--- src/rtl/mips_decode_pipe.sv ---
// Registered MIPS decoder: decodes the ALU/load/store/SYSCALL subset into a FIFO of control bundles and
// holds intake after a SYSCALL or reserved instruction until that entry has drained and the core acks.
module mips_decode_pipe #(
  parameter int DEPTH     = 2,
  parameter int ALU_SEL_W = 4,
  parameter int REG_W     = 5
) (
  input  logic                 clk,
  input  logic                 rst_b,
  input  logic                 in_valid,
  output logic                 in_ready,
  input  logic [31:0]          in_inst,
  output logic                 out_valid,
  input  logic                 out_ready,
  output logic [ALU_SEL_W-1:0] out_alu_sel,
  output logic                 out_alu_src,
  output logic [31:0]          out_imm,
  output logic [REG_W-1:0]     out_rs,
  output logic [REG_W-1:0]     out_rt,
  output logic [REG_W-1:0]     out_dst,
  output logic                 out_we,
  output logic                 out_mem_to_reg,
  output logic                 out_mem_we,
  output logic                 out_sys,
  output logic                 out_ri,
  input  logic                 flush,
  output logic                 exc_pending,
  input  logic                 exc_ack,
  output logic                 exc_is_sys
);
  localparam int PTR_W = (DEPTH > 1) ? $clog2(DEPTH) : 1;
  localparam int CNT_W = PTR_W + 1;

  localparam logic [ALU_SEL_W-1:0] ALU_ADD  = ALU_SEL_W'(0);
  localparam logic [ALU_SEL_W-1:0] ALU_ADDU = ALU_SEL_W'(1);
  localparam logic [ALU_SEL_W-1:0] ALU_SUB  = ALU_SEL_W'(2);
  localparam logic [ALU_SEL_W-1:0] ALU_SUBU = ALU_SEL_W'(3);
  localparam logic [ALU_SEL_W-1:0] ALU_AND  = ALU_SEL_W'(4);
  localparam logic [ALU_SEL_W-1:0] ALU_OR   = ALU_SEL_W'(5);
  localparam logic [ALU_SEL_W-1:0] ALU_XOR  = ALU_SEL_W'(6);
  localparam logic [ALU_SEL_W-1:0] ALU_SLT  = ALU_SEL_W'(7);
  localparam logic [ALU_SEL_W-1:0] ALU_SLTU = ALU_SEL_W'(8);

  typedef struct packed {
    logic [ALU_SEL_W-1:0] alu_sel;
    logic                 alu_src;
    logic [31:0]          imm;
    logic [REG_W-1:0]     rs;
    logic [REG_W-1:0]     rt;
    logic [REG_W-1:0]     dst;
    logic                 we;
    logic                 mem_to_reg;
    logic                 mem_we;
    logic                 sys;
    logic                 ri;
  } ctrl_t;

  typedef enum logic [1:0] {RUN, DRAIN, WAIT_ACK} state_t;

  state_t             state;
  ctrl_t              dec;
  ctrl_t              head;
  ctrl_t              mem [DEPTH];
  logic [PTR_W-1:0]   wr_ptr, rd_ptr;
  logic [CNT_W-1:0]   count;
  logic               accept, pop, i_fmt;
  logic [5:0]         op, funct;
  logic [31:0]        sext, zext;

  assign op     = in_inst[31:26];
  assign funct  = in_inst[5:0];
  assign sext   = {{16{in_inst[15]}}, in_inst[15:0]};
  assign zext   = {16'h0000, in_inst[15:0]};

  always_comb begin
    dec         = '0;
    i_fmt       = 1'b0;
    dec.rs      = REG_W'(in_inst[25:21]);
    dec.rt      = REG_W'(in_inst[20:16]);
    case (op)
      6'h00: begin
        dec.dst = REG_W'(in_inst[15:11]);
        dec.we  = 1'b1;
        case (funct)
          6'h20: dec.alu_sel = ALU_ADD;
          6'h21: dec.alu_sel = ALU_ADDU;
          6'h22: dec.alu_sel = ALU_SUB;
          6'h23: dec.alu_sel = ALU_SUBU;
          6'h24: dec.alu_sel = ALU_AND;
          6'h25: dec.alu_sel = ALU_OR;
          6'h26: dec.alu_sel = ALU_XOR;
          6'h2A: dec.alu_sel = ALU_SLT;
          6'h2B: dec.alu_sel = ALU_SLTU;
          6'h0C: dec.sys     = 1'b1;
          default: dec.ri    = 1'b1;
        endcase
      end
      6'h08: begin i_fmt = 1'b1; dec.alu_sel = ALU_ADD;  dec.imm = sext; end
      6'h09: begin i_fmt = 1'b1; dec.alu_sel = ALU_ADDU; dec.imm = sext; end
      6'h0A: begin i_fmt = 1'b1; dec.alu_sel = ALU_SLT;  dec.imm = sext; end
      6'h0B: begin i_fmt = 1'b1; dec.alu_sel = ALU_SLTU; dec.imm = sext; end
      6'h0C: begin i_fmt = 1'b1; dec.alu_sel = ALU_AND;  dec.imm = zext; end
      6'h0D: begin i_fmt = 1'b1; dec.alu_sel = ALU_OR;   dec.imm = zext; end
      6'h0E: begin i_fmt = 1'b1; dec.alu_sel = ALU_XOR;  dec.imm = zext; end
      6'h0F: begin
        i_fmt       = 1'b1;
        dec.alu_sel = ALU_OR;
        dec.imm     = {in_inst[15:0], 16'h0000};
        dec.rs      = '0;
      end
      6'h23: begin i_fmt = 1'b1; dec.alu_sel = ALU_ADD; dec.imm = sext; dec.mem_to_reg = 1'b1; end
      6'h2B: begin i_fmt = 1'b1; dec.alu_sel = ALU_ADD; dec.imm = sext; dec.mem_we = 1'b1; end
      default: dec.ri = 1'b1;
    endcase
    if (i_fmt) begin
      dec.alu_src = 1'b1;
      dec.dst     = dec.mem_we ? '0 : dec.rt;
      dec.we      = !dec.mem_we;
    end
    if (dec.sys || dec.ri) begin
      dec.we         = 1'b0;
      dec.mem_we     = 1'b0;
      dec.mem_to_reg = 1'b0;
      dec.dst        = '0;
      dec.alu_sel    = ALU_ADD;
    end
    // $zero is never written, so hide the write from the register file
    if (dec.dst == '0) dec.we = 1'b0;
  end

  assign in_ready  = rst_b && (state == RUN) && (count < CNT_W'(DEPTH));
  assign out_valid = (count != '0);
  assign accept    = in_valid && in_ready;
  assign pop       = out_valid && out_ready;

  always_ff @(posedge clk or negedge rst_b) begin
    if (!rst_b) begin
      wr_ptr <= '0;
      rd_ptr <= '0;
      count  <= '0;
    end else if (flush) begin
      wr_ptr <= '0;
      rd_ptr <= '0;
      count  <= '0;
    end else begin
      if (accept) wr_ptr <= wr_ptr + 1'b1;
      if (pop)    rd_ptr <= rd_ptr + 1'b1;
      if (accept && !pop)      count <= count + 1'b1;
      else if (pop && !accept) count <= count - 1'b1;
    end
  end

  always_ff @(posedge clk) begin
    if (accept && !flush) mem[wr_ptr] <= dec;
  end

  always_ff @(posedge clk or negedge rst_b) begin
    if (!rst_b) begin
      state       <= RUN;
      exc_pending <= 1'b0;
      exc_is_sys  <= 1'b0;
    end else if (flush) begin
      state       <= RUN;
      exc_pending <= 1'b0;
    end else begin
      case (state)
        RUN: if (accept && (dec.sys || dec.ri)) begin
          state      <= DRAIN;
          exc_is_sys <= dec.sys;
        end
        // no intake in DRAIN, so the exception word is the last entry
        DRAIN: if (pop && count == CNT_W'(1)) begin
          state       <= WAIT_ACK;
          exc_pending <= 1'b1;
        end
        WAIT_ACK: if (exc_ack) begin
          state       <= RUN;
          exc_pending <= 1'b0;
        end
        default: state <= RUN;
      endcase
    end
  end

  assign head           = out_valid ? mem[rd_ptr] : '0;
  assign out_alu_sel    = head.alu_sel;
  assign out_alu_src    = head.alu_src;
  assign out_imm        = head.imm;
  assign out_rs         = head.rs;
  assign out_rt         = head.rt;
  assign out_dst        = head.dst;
  assign out_we         = head.we;
  assign out_mem_to_reg = head.mem_to_reg;
  assign out_mem_we     = head.mem_we;
  assign out_sys        = head.sys;
  assign out_ri         = head.ri;
endmodule

--- config.mk ---
export PLATFORM = sky130hd
export DESIGN_NAME = mips_decode_pipe
export DESIGN_NICKNAME = d
export VERILOG_FILES = /design/src/rtl/mips_decode_pipe.sv
export SDC_FILE = /design/constraint.sdc
export NUM_CORES = 1
export LEC_CHECK = 0
export BUFFER_PORTS_ARGS = -buffer_cell sky130_fd_sc_hd__buf_4
export CORE_MARGIN = 10
export CORE_UTILIZATION = 30
export DETAILED_ROUTE_END_ITERATION = 6
export PLACE_DENSITY = 0.49
export RECOVER_POWER = 25
export SLEW_MARGIN = 20
export SYNTH_ARGS = -nofsm -noshare
export SYNTH_HDL_FRONTEND = slang
export SYNTH_SLANG_ARGS = --single-unit
--- constraint.sdc ---
create_clock -name clk -period 5.2 [get_ports clk]
set_input_delay 0.78 -clock clk [delete_from_list [all_inputs] [get_ports clk]]
set_output_delay 0.78 -clock clk [all_outputs]
set_load 0.1 [all_outputs]
==> metrics.csv <==
metric,value,unit
area grow syn2layout,27.1,%
Synth cell types,59,
Post-CTS Resized,0,
placed wire-length estimate,9.27,mm
Tcrit/Tclk final,65.9,%
Crit. Startpoint,count[1],
Synth Area in Adders,0.456,%
Site Rows,49,
clk root buf,clkbuf_16,
largest net degree at the start of global routing,59,
CORE AREA,18000,um^2
Final Hold Viols,0,
GRT Total Usage,11.5,%
Syn. warnings,0,
final net count,537,
CTS tree,done,
"EDFF count, synth",114,
placed inst area,6440,um^2
dominant synthesized flop cell,edfxtp_1,
largest family of logic cells by synthesized area,simple AND/OR/NAND/NOR gates,
critical path capture point type,output port,
clock skew,0.00627,ns
vias,3544,
Hold Path Class,in2async,
CTS buffer count,17,
outcome,"complete, but fails checks",
Post-Place Worst Slack,2.31,ns
"CTS clk-pin slew, worst paths",0.05,ns
RR Startpoint,state[0],
failing checks,"max-capacitance violations, max-slew violations",
crit path DAT,2.65,ns
Die X-Extent,155,um
start-to-end type of the worst setup path,reg2out,
PortBufs,98,
WL final,13.8,mm
Required @ worst endpoint,4.42,ns
post-synthesis mux area share,10.6,%
Top delay family on crit path,buffers and inverters,
starting density of the core,30.6,%
RSZ-0062 raised after global routing,false,
H-tree Lvls,4,
CTS Hold Bufs,0,
first-pass GRT wire length,21.4,mm
Final Wtd Congestion,0.778,
wire per inst,18.6,um
Routed Antenna Nets,0,
GRT overflow,0,
DR vias/cell,4.80,
Final Cell Area,6980,um^2
Max Slew Vio Count,1,
vias in the first global route,3637,
setup TNS,0,ns
Worst path max stage delay,0.81,ns
Max Fclk,0.292,GHz
crit-path max FO,34,
crit-path cells,inv_1 -> ha_1 -> buf_4 -> nor2_1 -> buf_4,
post-route setup slack,1.77,ns
Clock Latency Late Sink,0.40,ns
Worst slew margin,-0.187,%
Compound-Gate Fraction of Synth Area,6.98,%
first-pass iteration count of the detailed router,4,
Most Frequent Cell on Critical Path,buf_4,
max cap viols,1,
clock buffer depth,2,
initial antenna violation count,0,
Synth Area in XOR/XNOR,0.798,%
# setup viols final,0,
Syn Nets,440,
Slew @ Worst Pin,1.49,ns
DIE AREA,24100,um^2
DRT iter0 DRCs,334,
post-synthesis sequential area ratio,66.0,%
Inserted Diodes,0,
fin util,38.8,%
total setup buffers inserted after CTS,0,
DRC viols,0,
Worst path slowest cell,ha_1,
syn avg cell area,13.7,um^2
Tmin final,3.43,ns
I/O Pins,99,
mapped cell area,5490,um^2
Die Height,155,um
Setup crit start kind,flop,
worst path bufs/invs,3,
Post-Synthesis Cells,400,
ys async rst share,6.56,%
"FF+latch count, synth",122,
clk sinks,122,
proportion of layout cells with a drive suffix above 1,26.1,%
Simple-Gate Fraction of Synth Area,12.4,%
## synth_stat cells, drive strengths merged (3+ instances only)
cell    count  area, um^2
nor3        9        50.1
mux2i      58         581
a21oi       6        30.0
nor2       69         259
clkbuf     10        37.5
dfrtp       8         200
a21o       15         114
inv         7        26.3
or4         3        30.0
xnor2       4        35.0
buf        13        78.8
nand2       6        25.0
a22oi       5        37.5
edfxtp    114        3420
nor2b       9        56.3
and2       18         115
o21ai       5        25.0
## layer usage
metal	part of all wire [%]	vias up	track usage [%]	wire length, um
met5	0	-	0	0
met2	45	120	17.1	6230
met4	1.1	0	3.61	146
met1	48	1740	15.4	6530
li1	-	1675	-	-
met3	6.1	9	3.72	838
## path summary, 6_finish.rpt
kind                          endpoint  slack (ns)  cells after the start
setup / recovery           out_imm[31]        1.77                      5
hold / removal                state[1]        0.31                      1
setup reg to reg            mem[1][24]        2.52                      4
hold reg to reg             exc_is_sys        0.59                      2
max in group asynchronous       rd_ptr        4.52                      1
min in group clk            exc_is_sys        0.59                      2
## layout make-up
| type | instances | area [um^2] |
|---|---|---|
| well taps | 229 | 287 |
| clock buffers | 17 | 425 |
| flip-flops and latches | 122 | 3630 |
| repair buffers | 102 | 724 |
| multi-input cells | 247 | 1700 |
| fillers | 1718 | 11000 |
| inverters | 7 | 26.3 |
| clock inverters | 15 | 181 |
## placed cells by master, fill, tap and decap left out, types with 6 or more instances in the layout
cell type,instances
edfxtp_1,114
buf_4,91
nor2_1,69
mux2i_1,58
clkbuf_16,17
and2_0,15
a21o_1,14
clkbuf_1,11
nor2b_1,9
nor3_1,8
inv_1,7
dfrtp_1,7
a21oi_1,6
## kinds of logic (layout without fill, tap and decap cells)
group / count (synthesis) / after routing
DFF: 122 / 122
buffers and inverters: 31 / 141
xor gates and xnor gates: 5 / 5
adders and majority gates: 2 / 2
and+or+nand+nor: 132 / 132
AOI/OAI and AO/OA: 50 / 50
muxes: 58 / 58
## flip-flops by register name, summed over array words and instances (netlist names)
register / cells
exc_is_sys: 1
state: 2
exc_pending: 1
count: 2
rd_ptr: 1
mem: 114
wr_ptr: 1
## metrics by stage
stage               hold slack, ns  instances
floorplan                    0.484        400
global placement             0.573        707
detailed placement           0.587        707
CTS                          0.174        739
global route                 0.309        739
finish                       0.310        739
Power is not shown: default switching activity piles up to over one toggle a cycle in this logic, so the estimate is an artifact.
